[config.mk]
export PLATFORM = sky130hd
export DESIGN_NAME = qft3_prob_argmax
export DESIGN_NICKNAME = d
export VERILOG_FILES = /design/src/rtl/qft3_prob_argmax_pkg.sv /design/src/rtl/qft3_prob_argmax_cmag_sq.sv /design/src/rtl/qft3_prob_argmax.sv
export SDC_FILE = /design/constraint.sdc
export NUM_CORES = 1
export LEC_CHECK = 0
export BUFFER_PORTS_ARGS = -buffer_cell sky130_fd_sc_hd__buf_4
export CORE_AREA = 8 8 166 168
export CTS_BUF_LIST = sky130_fd_sc_hd__clkbuf_16
export DETAILED_ROUTE_END_ITERATION = 16
export DIE_AREA = 0 0 174 176
export PLACE_DENSITY = 0.91
export SYNTH_ARGS = -nofsm -noshare
export SYNTH_HDL_FRONTEND = slang
export SYNTH_SLANG_ARGS = --single-unit
[constraint.sdc]
create_clock -name clk -period 13.49 [get_ports clk]
set_input_delay 2.0235 -clock clk [delete_from_list [all_inputs] [get_ports clk]]
set_output_delay 2.0235 -clock clk [all_outputs]
set_load 0.02 [all_outputs]
[src/rtl/qft3_prob_argmax_pkg.sv]
// Shared fixed-point widths and FSM state type for the QFT3 probability/argmax block.
// Amplitudes are S4.4 two's complement; magnitudes are unsigned r^2+i^2.
package qft3_prob_argmax_pkg;

  localparam int TOTAL_WIDTH = 8;
  localparam int FRAC_WIDTH  = 4;
  localparam int MAG_WIDTH   = 2 * TOTAL_WIDTH;
  localparam int SUM_WIDTH   = MAG_WIDTH + 3;
  localparam int NUM_STATES  = 8;

  typedef enum logic [1:0] {
    ST_IDLE = 2'd0,
    ST_SCAN = 2'd1,
    ST_DONE = 2'd2
  } state_t;

endpackage

[src/rtl/qft3_prob_argmax_cmag_sq.sv]
// Combinational squared magnitude of one signed complex amplitude.
// Operands are sign-extended to MAG_W first, so the products never need more than MAG_W bits.
module cmag_sq
  import qft3_prob_argmax_pkg::*;
#(
  parameter int W  = TOTAL_WIDTH,
  parameter int MW = 2 * TOTAL_WIDTH
) (
  input  logic signed [W-1:0]  re,
  input  logic signed [W-1:0]  im,
  output logic        [MW-1:0] mag
);

  logic signed [MW-1:0] re_x_s;
  logic signed [MW-1:0] im_x_s;
  logic signed [MW-1:0] re_sq_s;
  logic signed [MW-1:0] im_sq_s;

  assign re_x_s  = {{(MW-W){re[W-1]}}, re};
  assign im_x_s  = {{(MW-W){im[W-1]}}, im};
  assign re_sq_s = re_x_s * re_x_s;
  assign im_sq_s = im_x_s * im_x_s;
  // Each square is at most 2^(2W-2), so the unsigned sum fits MW bits exactly.
  assign mag     = $unsigned(re_sq_s) + $unsigned(im_sq_s);

endmodule

[src/rtl/qft3_prob_argmax.sv]
// Scans the eight QFT output amplitudes through one magnitude unit, accumulating the total
// and tracking the strictly largest magnitude; the result is offered on a valid/ready port.
module qft3_prob_argmax
  import qft3_prob_argmax_pkg::*;
#(
  parameter int TOTAL_W = TOTAL_WIDTH,
  parameter int MAG_W   = MAG_WIDTH,
  parameter int SUM_W   = SUM_WIDTH
) (
  input  logic                      clk,
  input  logic                      rst_n,
  input  logic                      in_valid,
  output logic                      in_ready,
  input  logic signed [TOTAL_W-1:0] f000_r,
  input  logic signed [TOTAL_W-1:0] f000_i,
  input  logic signed [TOTAL_W-1:0] f001_r,
  input  logic signed [TOTAL_W-1:0] f001_i,
  input  logic signed [TOTAL_W-1:0] f010_r,
  input  logic signed [TOTAL_W-1:0] f010_i,
  input  logic signed [TOTAL_W-1:0] f011_r,
  input  logic signed [TOTAL_W-1:0] f011_i,
  input  logic signed [TOTAL_W-1:0] f100_r,
  input  logic signed [TOTAL_W-1:0] f100_i,
  input  logic signed [TOTAL_W-1:0] f101_r,
  input  logic signed [TOTAL_W-1:0] f101_i,
  input  logic signed [TOTAL_W-1:0] f110_r,
  input  logic signed [TOTAL_W-1:0] f110_i,
  input  logic signed [TOTAL_W-1:0] f111_r,
  input  logic signed [TOTAL_W-1:0] f111_i,
  output logic                      out_valid,
  input  logic                      out_ready,
  output logic [2:0]                max_idx,
  output logic [MAG_W-1:0]          max_mag,
  output logic [SUM_W-1:0]          total_mag,
  output logic                      all_zero
);

  state_t                         state_r;
  logic [2:0]                     cnt_r;
  logic [NUM_STATES-1:0][TOTAL_W-1:0] cap_re_r;
  logic [NUM_STATES-1:0][TOTAL_W-1:0] cap_im_r;
  logic [SUM_W-1:0]               acc_r;
  logic [MAG_W-1:0]               best_mag_r;
  logic [2:0]                     best_idx_r;

  logic signed [TOTAL_W-1:0]      sel_re_s;
  logic signed [TOTAL_W-1:0]      sel_im_s;
  logic [MAG_W-1:0]               mag_s;
  logic [SUM_W-1:0]               acc_nxt_s;
  logic [MAG_W-1:0]               best_mag_nxt_s;
  logic [2:0]                     best_idx_nxt_s;

  cmag_sq #(.W(TOTAL_W), .MW(MAG_W)) u_cmag_sq (
    .re  (sel_re_s),
    .im  (sel_im_s),
    .mag (mag_s)
  );

  // Select the entry under scan and fold its magnitude into the running total and best.
  always_comb begin
    sel_re_s       = $signed(cap_re_r[cnt_r]);
    sel_im_s       = $signed(cap_im_r[cnt_r]);
    acc_nxt_s      = acc_r + {{(SUM_W-MAG_W){1'b0}}, mag_s};
    best_mag_nxt_s = best_mag_r;
    best_idx_nxt_s = best_idx_r;
    if (mag_s > best_mag_r) begin
      best_mag_nxt_s = mag_s;
      best_idx_nxt_s = cnt_r;
    end else begin
      best_mag_nxt_s = best_mag_r;
      best_idx_nxt_s = best_idx_r;
    end
  end

  // Control FSM with capture, scan datapath and registered handshake outputs.
  always_ff @(posedge clk or negedge rst_n) begin
    if (!rst_n) begin
      state_r    <= ST_IDLE;
      cnt_r      <= 3'd0;
      cap_re_r   <= '0;
      cap_im_r   <= '0;
      acc_r      <= '0;
      best_mag_r <= '0;
      best_idx_r <= 3'd0;
      in_ready   <= 1'b1;
      out_valid  <= 1'b0;
      max_idx    <= 3'd0;
      max_mag    <= '0;
      total_mag  <= '0;
      all_zero   <= 1'b0;
    end else begin
      case (state_r)
        ST_IDLE: begin
          if (in_valid && in_ready) begin
            cap_re_r   <= {f111_r, f110_r, f101_r, f100_r, f011_r, f010_r, f001_r, f000_r};
            cap_im_r   <= {f111_i, f110_i, f101_i, f100_i, f011_i, f010_i, f001_i, f000_i};
            cnt_r      <= 3'd0;
            acc_r      <= '0;
            best_mag_r <= '0;
            best_idx_r <= 3'd0;
            in_ready   <= 1'b0;
            state_r    <= ST_SCAN;
          end else begin
            in_ready   <= 1'b1;
          end
        end
        ST_SCAN: begin
          acc_r      <= acc_nxt_s;
          best_mag_r <= best_mag_nxt_s;
          best_idx_r <= best_idx_nxt_s;
          cnt_r      <= cnt_r + 3'd1;
          if (cnt_r == 3'd7) begin
            max_idx   <= best_idx_nxt_s;
            max_mag   <= best_mag_nxt_s;
            total_mag <= acc_nxt_s;
            all_zero  <= (acc_nxt_s == {SUM_W{1'b0}});
            out_valid <= 1'b1;
            state_r   <= ST_DONE;
          end else begin
            state_r   <= ST_SCAN;
          end
        end
        ST_DONE: begin
          // in_ready is raised here so it is seen one cycle after the handshake edge.
          if (out_ready) begin
            out_valid <= 1'b0;
            in_ready  <= 1'b1;
            state_r   <= ST_IDLE;
          end else begin
            out_valid <= 1'b1;
            state_r   <= ST_DONE;
          end
        end
        default: begin
          state_r   <= ST_IDLE;
          in_ready  <= 1'b1;
          out_valid <= 1'b0;
        end
      endcase
    end
  end

endmodule

### After elaboration in Yosys (flattened, before gate mapping)

Index checks and enable logic that the tools add are counted.

* add/subtract/negate cells: 3
* multiply operators: 2
* order comparisons: 2
* equality and inequality tests: 6
* multiplexer cells: 23
* bitwise logic cells: 2
* reductions and logical operators: 9

Operators with widths (count)
* $bmux W8 S3: 2
* $pmux W19 S2: 1
* $mul A8 B8 Y16: 2
* $mux W16: 2
* $pmux W16 S2: 1
* $add A19 B16 Y19: 1
* $logic_not A19 Y1: 1
* $mux W19: 1
* $add A16 B16 Y16: 1
* $gt A16 B16 Y1: 1
* $mux W8: 2
* $pmux W3 S2: 2
* $reduce_and A2 Y1: 5
* $mux W2: 3
* $mux W3: 2
* $ne A2 B2 Y1 const B: 3
* $pmux W1 S3: 2
* $pmux W2 S3: 1
* $lt A3 B4 Y1 const B: 1
* $mux W1: 4
* $add A3 B1 Y3 const B: 1
* $eq A3 B3 Y1 const B: 1
* $eq A2 B1 Y1 const B: 1
* $eq A2 B2 Y1 const B: 1
* other kinds (4): 5

* register bits after elaboration: 212
* bits of input ports: 132
* output and inout port bits: 41

### Depth between registers and ports, before layout

Gate-level depths: netlist of run 1.

* word-level depth: 7
* mapped depth: 37
* depth with buffers taken out: 32

### Cells and area by module

From an unflattened synthesis of run 1, not the netlist that was laid out.

* cells, all modules: 1273
* area total of the unflattened synthesis: 14919.3 um^2

Modules (own cells, without submodules)
* qft3_prob_argmax: times used 1, cells each 796, area each 10403.7 um^2
* cmag_sq: times used 1, cells each 477, area each 4515.6 um^2

### Worst setup path before layout of run 1

Ideal clock, no wire load.

* path type: register to register
* start: register cnt_r[0]
* end: register best_mag_r[11]
* setup time: 0.121 ns
* arrival time: 8.079 ns
* data required time: 13.369 ns
* slack: 5.290 ns
* cell stages (with the launch flop): 35
* buffers on the path: 6
* period minus slack after synthesis: 8.200 ns
* path through: dfrtp_1 > buf_6 > buf_6 > buf_6 > mux4_2 > mux2i_1 > buf_2 > nor2_1 > fa_1 > inv_1 > fa_1 > inv_1 > fa_1 > fa_1 > fa_1 > inv_1 > fa_1 > inv_1 > ha_1 > or2_2 > a21oi_1 > a211oi_1 > nor3_1 > xnor2_1 > ha_1 > a21o_1 > a21o_1 > a21oi_1 > o21ai_1 > a31oi_1 > a31oi_1 > and2_1 > clkbuf_1 > buf_2 > a22o_1

* longest elaborated chain between the ends: 7
* elaborated cells on any way between the ends: 10

RTL lines
* start, declared: RTL line qft3_prob_argmax.sv:39 `logic [2:0] cnt_r;`
* start signal, assigned: RTL line qft3_prob_argmax.sv:111 `cnt_r <= cnt_r + 3'd1;`
* $bmux W8 S3 (on tied branches): RTL line qft3_prob_argmax.sv:61, qft3_prob_argmax.sv:62
* $mux W8 (on tied branches): RTL line qft3_prob_argmax.sv:61, qft3_prob_argmax.sv:62
* $mul A8 B8 Y16 (on tied branches): RTL line qft3_prob_argmax_cmag_sq.sv:21, qft3_prob_argmax_cmag_sq.sv:22
* $add A16 B16 Y16 (*): RTL line qft3_prob_argmax_cmag_sq.sv:24 `assign mag = $unsigned(re_sq_s) + $unsigned(im_sq_s);`
* $gt A16 B16 Y1: RTL line qft3_prob_argmax.sv:66 `if (mag_s > best_mag_r) begin`
* $mux W16 (*): RTL line qft3_prob_argmax.sv:66
* $pmux W16 S2 (*): RTL line qft3_prob_argmax.sv:92 `case (state_r)`
* end signal, assigned: RTL line qft3_prob_argmax.sv:109 `best_mag_r <= best_mag_nxt_s;`
* end, declared: RTL line qft3_prob_argmax.sv:43 `logic [MAG_W-1:0] best_mag_r;`

Every way passes the cells marked *; elsewhere a longest branch is shown, timed or not. The select of a mux whose other input is x is not followed.
A chain may end at the register's enable or synchronous reset.

### Worst setup path in the final report of run 1

* start: register cnt_r[0]
* end: register best_mag_r[1]

The elaborated chain is that of the path after synthesis.

==> results.py, run 1 <==
metrics = {
    "critical_path": {
        "rr_startpoint": "cnt_r[0]",
        "crit_path_start_kind": "register",
        "path_class": "reg -> reg",
        "endpoint_kind": "register",
        "cp_slowest_cell": "mux2i_1",
        "critPathArrivalTime_ps": 10390,
        "critPathRequiredTime_ps": 13950,
        "startpoint": "cnt_r[0]",
        "cp-endpoint": "best_mag_r[1]",
        "slowest_delay_ps": 920,
        "cpMostUsedCell": "fa_1",
        "crit_fanout": 32,
        "worst-r2r-setup-slack_ps": 3560,
        "reg2reg_depth": 29,
        "reg2reg_to": "best_mag_r[1]",
    },
    "floorplan": {
        "row_count": 58,
        "die_h_um": 176,
        "fp.coreArea_sq_mm": 0.02482,
        "die_w_um": 174,
        "pin_count": 173,
        "dieArea_sq_mm": 0.03062,
        "initial_core_util_pct": 59.03,
    },
    "logic_synthesis": {
        "synth_edf_count": 0,
        "synth_ff_type": "dfrtp_1",
        "synth_seq_cells": 212,
        "yosys.area_share.simple_pct": 6.430,
        "synth-xor-area-share_pct": 2.921,
        "synth_compound_gate_area_share_pct": 7.259,
        "syn_nets": 1592,
        "ys_types": 63,
        "syn_inst": 1253,
        "async_flop_share_pct": 100.0,
        "synth_area_per_cell_sq_um": 11.69,
        "yosysSeqAreaShare_pct": 36.22,
        "synth_mux_area_share_pct": 17.81,
        "synthesis.area_sq_mm": 0.01465,
        "synth_top_family_by_area": "adder cells",
        "ys_warn_count": 0,
        "synthAdderAreaFrac_pct": 23.57,
    },
    "sta": {
        "fin_crit_sh_pct": 73.62,
        "rsz0062_at_grt": "no",
        "fmax_ghz": 0.1007,
        "hold_violations": 0,
        "tns_ps": 0,
        "maxSlewHeadroom_pct": 19.90,
        "worst_pin_slew_ps": 1168,
        "maxSlewViolCount": 0,
        "fin_worst_skew_ps": 25.89,
        "min_period_ps": 9931,
        "setup_violations": 0,
    },
    "drt": {
        "wirelength_um": 36370,
        "wl_per_cell_um": 20.69,
        "drc_errors": 0,
        "drt_iter0_markers": 612,
        "detail-route-antenna-nets": 0,
        "vias": 10280,
        "dr.pass1.iters": 5,
        "vias_per_cell": 5.845,
    },
    "cts": {
        "clock_path_buffers": 3,
        "ctsHtreeMaxLevel": 1,
        "cts.sinks": 212,
        "clk_pin_slew_ps": 70,
        "cts_tree": "built",
        "hold_buffers": 0,
        "postCtsSetupBuffers": 0,
        "cts_made_buffers": 22,
        "ctsRootBufferMaster": "clkbuf_16",
        "clk_latency_ps": 530,
        "cts_resized": 0,
    },
    "flow_run": {
        "max_cap_violations": 0,
    },
    "grt": {
        "grt_pass1_wl_um": 59130,
        "grt_overflow": 0,
        "antenna_found_initial": 1,
        "grt_max_degree": 92,
        "grt_usage_pct": 23.84,
        "grt_pass1_vias": 11530,
    },
    "worst_hold_path": {
        "hold_path_class": "reg -> reg",
        "min_from": "max_mag[6]",
    },
    "placement": {
        "dpl.hpwl_um": 26940,
        "gp_congestion": 0.9248,
        "port_buffers": 172,
    },
    "cells_and_area": {
        "drive_gt1_share_pct": 28.31,
        "area_growth_pct": 15.26,
        "fillers": 1609,
        "fin_nets": 1753,
    },
    "status": {
        "status": "completed",
    },
}
critical path: cells and delay by family, from the launching register on:
kind | cells | cell delay (ps)
compound gates | 9 | 2030
xor+xnor | 1 | 420
fa+ha+maj | 8 | 3660
buf+inv | 6 | 1330
flops | 1 | 420
mux | 2 | 1510
simple gates | 3 | 420
per-layer routing:
metal | GRT usage (%) | vias to the layer above | share of wire [%]
met5 | 0 | - | 0
met4 | 10.05 | 0 | 4.0
met3 | 5.213 | 125 | 7.4
met2 | 40.77 | 461 | 50
met1 | 29.03 | 5157 | 39
li1 | - | 4533 | -
cell type report:
class | instances | area [sq um] | share of cell area [%]
antenna | 1 | 2.502 | 0.01482
clock buffer | 22 | 550.5 | 3.260
clock inverter | 15 | 96.34 | 0.5705
inverter | 171 | 641.9 | 3.801
multi-input combinational | 827 | 8518 | 50.44
sequential | 212 | 5308 | 31.43
tap | 330 | 412.9 | 2.445
timing repair buffer | 180 | 1358 | 8.039
Yosys cell counts (2+ instances only):
cell type  count  area [sq um]
dfrtp_1      211          5280
inv_1        167         626.9
mux2_2       132          1486
fa_1         115          2302
nand2_1      100         375.4
ha_1          92          1151
nor2_1        57         214.0
o21ai_0       52         260.3
xnor2_1       37         324.1
mux4_2        32         720.7
clkbuf_1      28         105.1
a22o_1        27         236.5
a21oi_1       24         120.1
mux2i_1       23         230.2
a21o_1        12         90.09
nand3_1       10         50.05
xor2_1        10         87.58
nor3_1         8         40.04
nand2b_1       7         43.79
o21a_1         7         52.55
a31oi_1        6         37.54
mux2i_2        6         82.58
or2_2          6         37.54
buf_4          5         37.54
a211oi_1       4         30.03
and2_1         4         25.02
buf_1          4         15.01
inv_2          4         15.01
mux2i_4        4         90.09
o211ai_1       4         30.03
o31ai_1        4         30.03
a21boi_1       3         22.52
and3_1         3         18.77
buf_2          3         15.01
buf_6          3         33.78
nand4_1        3         18.77
nor2b_1        3         18.77
o21ai_1        3         15.01
o21bai_1       3         22.52
or3_1          3         18.77
nand3b_1       2         15.01
flip-flops by register name, indices dropped and copies added (netlist names), 2 cells and up:
signal and flops:
acc_r 19, best_idx_r 3, best_mag_r 16, cap_im_r 64
cap_re_r 64, cnt_r 3, max_idx 3, max_mag 16
state_r 2, total_mag 19
how the worst min path moves through the flow:
stage,cells after the start,to,slack [ps]
final,2,max_mag[6],480
after global routing,2,total_mag[16],510
after CTS,2,total_mag[7],490
after detailed placement,2,max_mag[12],470
after global placement,2,total_mag[12],460
after floorplan,2,acc_r[10],460
cell usage in the layout, fill, tap and decap left out, types with 8 or more instances in the layout:
cell and n:
mux2_2 132, nor3_1 8, mux2i_1 23, a22o_1 27, xnor2_1 37, nand2_1 99
o21ai_0 52, inv_1 172, mux4_2 32, buf_4 179, nor2_1 57, clkbuf_16 22
ha_1 92, dfrtp_1 210, nand3_1 9, a21oi_1 24, a21o_1 12, fa_1 115
xor2_1 10
metrics by stage:
step	instance area (sq um)	utilization, %	std cells	setup WS [ps]	hold WS, ps
floorplan	14650	-	1253	5290	456.3
global placement	16240	65.43	1720	4112	462.3
detailed placement	16240	65.43	1720	3751	472.0
CTS	16880	68.03	1757	3634	485.5
global route	16890	68.04	1758	2998	508.6
finish	16890	68.04	1758	3559	480.5
logic make-up after synthesis:
family | after synthesis
flip-flops | 212
buffers and inverters | 214
adder cells (fa/ha/maj) | 207
XOR/XNOR | 48
AO/OA/AOI/OAI | 161
multiplexers | 197
AND/OR/NAND/NOR | 214
Power of run 1 is not shown: default switching activity piles up to over one toggle a cycle in this logic, so the estimate is an artifact.
==> run 2: changes to the inputs <==
- CORE_AREA: 8 8 166 168 -> 8 8 174 176
- DIE_AREA: 0 0 174 176 -> 0 0 182 184
- PLACE_DENSITY: 0.91 -> 0.87
- clock period: 13.49 -> 8.4 ns (I/O delays scaled with it)
==> results.py, run 2 (synthesis gave the netlist of run 1 again) <==
metrics = {
    "drt": {
        "wirelength_um": 37380,
        "vias_per_cell": 5.686,
        "drt_iter0_markers": 654,
        "vias": 10340,
        "drc_errors": 0,
        "dr.pass1.iters": 5,
        "detail-route-antenna-nets": 0,
        "wl_per_cell_um": 20.56,
    },
    "cells_and_area": {
        "finalCoreUtilization_pct": 64.46,
        "seqCellArea_sq_mm": 0.005308,
        "area_growth_pct": 20.89,
        "fin_nets": 1794,
        "top_regs": "cap_im_r x64, cap_re_r x64",
        "drive_gt1_share_pct": 32.88,
        "fillers": 1925,
        "mostFrequentLayoutCell": "dfrtp_1",
        "final_area_sq_mm": 0.01771,
        "layout_common_cells": "dfrtp_1 (210), buf_4 (205), inv_1 (167)",
        "multi_input_area_sq_mm": 0.008765,
        "antennaDiodeCount": 0,
    },
    "grt": {
        "met1_usage_pct": 26.40,
        "grt_max_degree": 132,
        "grt_pass1_wl_um": 56530,
        "antenna_found_initial": 0,
        "grt_overflow": 0,
        "grt_busiest_layer": "met2",
        "grt_usage_pct": 21.08,
        "grt_pass1_vias": 11090,
        "met3_usage_pct": 5.514,
        "grt_util_met2_pct": 35.40,
    },
    "cts": {
        "cts.sinks": 212,
        "clk_latency_ps": 530,
        "ctsHtreeMaxLevel": 1,
        "cts_made_buffers": 23,
        "cts_tree": "built",
        "clk_pin_slew_ps": 60,
        "clock_path_buffers": 3,
        "ctsRootBufferMaster": "clkbuf_16",
        "hold_buffers": 0,
    },
    "critical_path": {
        "critPathRequiredTime_ps": 8840,
        "critPathArrivalTime_ps": 8710,
        "slowest_delay_ps": 550,
        "path_class": "reg -> reg",
        "crit_fanout": 5,
        "endpoint_kind": "register",
        "cpMostUsedCell": "fa_1",
        "cp_slowest_cell": "mux4_2",
        "crit_path_start_kind": "register",
    },
    "sta": {
        "maxSlewHeadroom_pct": 19.21,
        "fmax_ghz": 0.1210,
        "tns_ps": 0,
        "hold_violations": 0,
        "min_period_ps": 8266,
        "fin_worst_skew_ps": 18.39,
        "worst_pin_slew_ps": 1209,
        "fin_crit_sh_pct": 98.40,
        "maxSlewViolCount": 0,
        "setup_violations": 0,
    },
    "worst_hold_path": {
        "hold_path_class": "reg -> reg",
    },
    "floorplan": {
        "row_count": 61,
        "initial_core_util_pct": 53.32,
        "die_h_um": 184,
        "pin_count": 173,
        "die_w_um": 182,
        "dieArea_sq_mm": 0.03349,
        "fp.coreArea_sq_mm": 0.02748,
    },
    "placement": {
        "port_buffers": 172,
        "dpl.hpwl_um": 26980,
        "gp_congestion": 0.9514,
        "place_area_sq_mm": 0.01646,
    },
    "status": {
        "status": "completed",
    },
    "flow_run": {
        "max_cap_violations": 0,
    },
}
-- run 2: changes by cell type in the layout (fill, tap and decap cells not counted), sizes merged --
cell,previous run,this run
buf,179,217
clkinvlp,0,4
bufinv,0,3
clkbuf,23,26
inv,177,175
clkinv,9,8
diode,1,0
-- run 2: path summary, 6_finish.rpt --
| path | from | endpoint | slack (ps) | depth (start not counted) |
|---|---|---|---|---|
| setup / recovery | cnt_r[0] | all_zero | 130 | 31 |
| hold / removal | total_mag[1] | total_mag[1] | 480 | 2 |
| setup reg to reg | cnt_r[0] | all_zero | 130 | 31 |
| hold reg to reg | total_mag[1] | total_mag[1] | 480 | 2 |
| max in group asynchronous | rst_n | max_mag[13] | 5920 | 2 |
| min in group asynchronous | rst_n | cap_re_r[28] | 880 | 1 |
-- run 2: area by class of cell --
class                   count  share of cell area, %
repair buffers            220                  10.18
clock inverters            19                  1.053
multi-input cells         827                  49.48
inverters                 171                  3.624
clock buffers              23                  3.250
well taps                 346                  2.444
flip-flops and latches    212                  29.97
-- run 2: what timing repair did --
| action | CTS | global route |
|---|---|---|
| setup endpoints to repair | 31 | 48 |
| setup buffers | 1 | 15 |
| pin swaps | 0 | 11 |
| gates cloned | 0 | 2 |
| gates resized for setup | 5 | 49 |
-- run 2: worst max-delay path, delay by kind of cell, from the launching register on --
kind | cells | cell delay, ps
AOI/OAI and AO/OA | 9 | 1770
xor gates and xnor gates | 2 | 340
adders and majority gates | 8 | 3660
buffers and inverters | 7 | 570
DFF | 1 | 450
muxes | 2 | 790
and+or+nand+nor | 3 | 640
-- run 2: metal layers --
layer | up-vias | part of all wire [%]
li1 | 4628 | -
met1 | 5234 | 40
met2 | 395 | 50
met3 | 80 | 7.2
met4 | 0 | 2.9
met5 | - | 0
-- run 2: per-stage QoR --
| stage | worst slack, ps | instances | hold WS (ps) |
|---|---|---|---|
| global route | -117.1 | 1818 | 505.3 |
| floorplan | 200.2 | 1253 | 456.3 |
| CTS | 8.998 | 1801 | 481.6 |
| finish | 134.3 | 1818 | 481.0 |
| detailed placement | -144.8 | 1758 | 466.5 |
| global placement | 109.7 | 1758 | 462.0 |
Power of run 2 is left out for the same reason.
==> run 3: changes to the inputs <==
- RECOVER_POWER: default -> 50
- REMOVE_ABC_BUFFERS: default -> 1
==> results.py, run 3 (synthesis gave the netlist of run 1 again) <==
metrics = {
    "sta": {
        "setup_violations": 0,
        "fin_worst_skew_ps": 28.68,
        "maxSlewHeadroom_pct": -296.1,
        "maxSlewViolCount": 191,
        "hold_violations": 0,
        "worst_pin_slew_ps": 5941,
        "min_period_ps": 8183,
        "tns_ps": 0,
        "fmax_ghz": 0.1222,
        "fin_crit_sh_pct": 97.42,
    },
    "drt": {
        "wl_met3_um": 2101,
        "vias": 10190,
        "wirelength_um": 35410,
        "wl_met2_um": 17660,
        "drc_errors": 0,
        "vias_per_cell": 5.617,
        "routed.top_layer": "met4",
        "detail-route-antenna-nets": 0,
        "drt_iter0_markers": 714,
        "drt-met1-wl_um": 14550,
        "dr.pass1.iters": 7,
        "wl_per_cell_um": 19.52,
    },
    "cells_and_area": {
        "fillers": 1993,
        "drive_gt1_share_pct": 28.61,
        "mostFrequentLayoutCell": "dfrtp_1",
        "top_regs": "cap_im_r x64, cap_re_r x64",
        "area_growth_pct": 18.60,
        "layout_common_cells": "dfrtp_1 (210), inv_1 (167), buf_4 (166)",
        "fin_nets": 1790,
        "seqCellArea_sq_mm": 0.005308,
        "antennaDiodeCount": 0,
        "multi_input_area_sq_mm": 0.008667,
    },
    "cts": {
        "clk_latency_ps": 540,
        "ctsHtreeMaxLevel": 1,
        "ctsRootBufferMaster": "clkbuf_16",
        "cts.sinks": 212,
        "cts_tree": "built",
        "hold_buffers": 0,
        "clock_path_buffers": 3,
        "clk_pin_slew_ps": 70,
        "cts_made_buffers": 23,
    },
    "floorplan": {
        "initial_core_util_pct": 53.32,
        "die_h_um": 184,
        "die_w_um": 182,
        "pin_count": 173,
        "row_count": 61,
        "dieArea_sq_mm": 0.03349,
        "fp.coreArea_sq_mm": 0.02748,
    },
    "critical_path": {
        "reg2reg_depth": 31,
        "rr_startpoint": "cnt_r[0]",
        "crit_path_start_kind": "register",
        "reg2reg_to": "max_mag[6]",
        "cp_slowest_cell": "fa_1",
        "critPathRequiredTime_ps": 8780,
        "path_class": "reg -> reg",
        "endpoint_kind": "register",
        "cpMostUsedCell": "fa_1",
        "slowest_delay_ps": 570,
        "critPathArrivalTime_ps": 8560,
        "crit_fanout": 17,
        "worst-r2r-setup-slack_ps": 220,
    },
    "placement": {
        "dpl.hpwl_um": 26770,
        "port_buffers": 172,
        "gp_congestion": 0.9233,
    },
    "grt": {
        "grt_pass1_vias": 11350,
        "grt_usage_pct": 21.25,
        "grt_overflow": 0,
        "grt_max_degree": 134,
        "antenna_found_initial": 0,
        "grt_pass1_wl_um": 57700,
    },
    "status": {
        "status": "complete, but fails checks",
        "violations": "max-capacitance violations, max-slew violations",
    },
    "worst_hold_path": {
        "holdPathEnd": "total_mag[3]",
        "hold_path_class": "reg -> reg",
        "min_from": "total_mag[3]",
        "hold_depth": 2,
    },
    "flow_run": {
        "max_cap_violations": 2,
    },
}
[run 3: timing repair]
action / in CTS / in global routing
pin swaps: 0 / 5
gates cloned: 0 / 1
setup buffers: 4 / 7
gates resized for setup: 5 / 31
setup endpoints to repair: 21 / 49
[run 3: metal layers]
metal | track usage (%) | vias to the layer above
met5 | 0 | -
met3 | 3.854 | 84
met2 | 36.26 | 367
met1 | 26.88 | 5137
li1 | - | 4602
met4 | 7.675 | 0
[run 3: through the flow]
stage	util [%]	setup WS, ps	instance area, sq um	cells	hold slack (ps)
after floorplan	-	-2034	14450	1210	456.3
after global placement	60.01	60.56	16490	1760	462.3
after detailed placement	60.01	-115.5	16490	1760	463.9
after CTS	63.07	68.40	17330	1806	479.7
after global routing	63.24	-60.62	17380	1814	496.1
final	63.24	216.6	17380	1814	469.6
[run 3: final cells by class]
cell class,count,area share [%]
Timing Repair Buffer,216,8.864
Clock inverter,19,1.217
Inverter,171,3.694
Clock buffer,23,3.312
Multi-Input combinational cell,827,49.88
Tap cell,346,2.491
Sequential cell,212,30.54
[run 3: worst max path at each step]
stage / from / end / slack (ps) / cells after the start
after floorplan: cnt_r[0] / best_idx_r[0] / -2030 / 26
after global placement: cnt_r[0] / best_idx_r[0] / 60 / 30
after detailed placement: cnt_r[0] / best_idx_r[1] / -120 / 29
after CTS: cnt_r[0] / max_mag[6] / 70 / 29
after global routing: cnt_r[0] / all_zero / -60 / 30
final: cnt_r[0] / max_mag[6] / 220 / 31
[run 3: critical path, delay by kind of cell, from the launching register on]
family | cells | cell delay [ps]
DFF | 1 | 420
muxes | 3 | 1010
xor gates and xnor gates | 1 | 170
and+or+nand+nor | 3 | 660
adders and majority gates | 8 | 3630
AOI/OAI and AO/OA | 9 | 1330
buffers and inverters | 7 | 750
Power of run 3 is left out for the same reason.
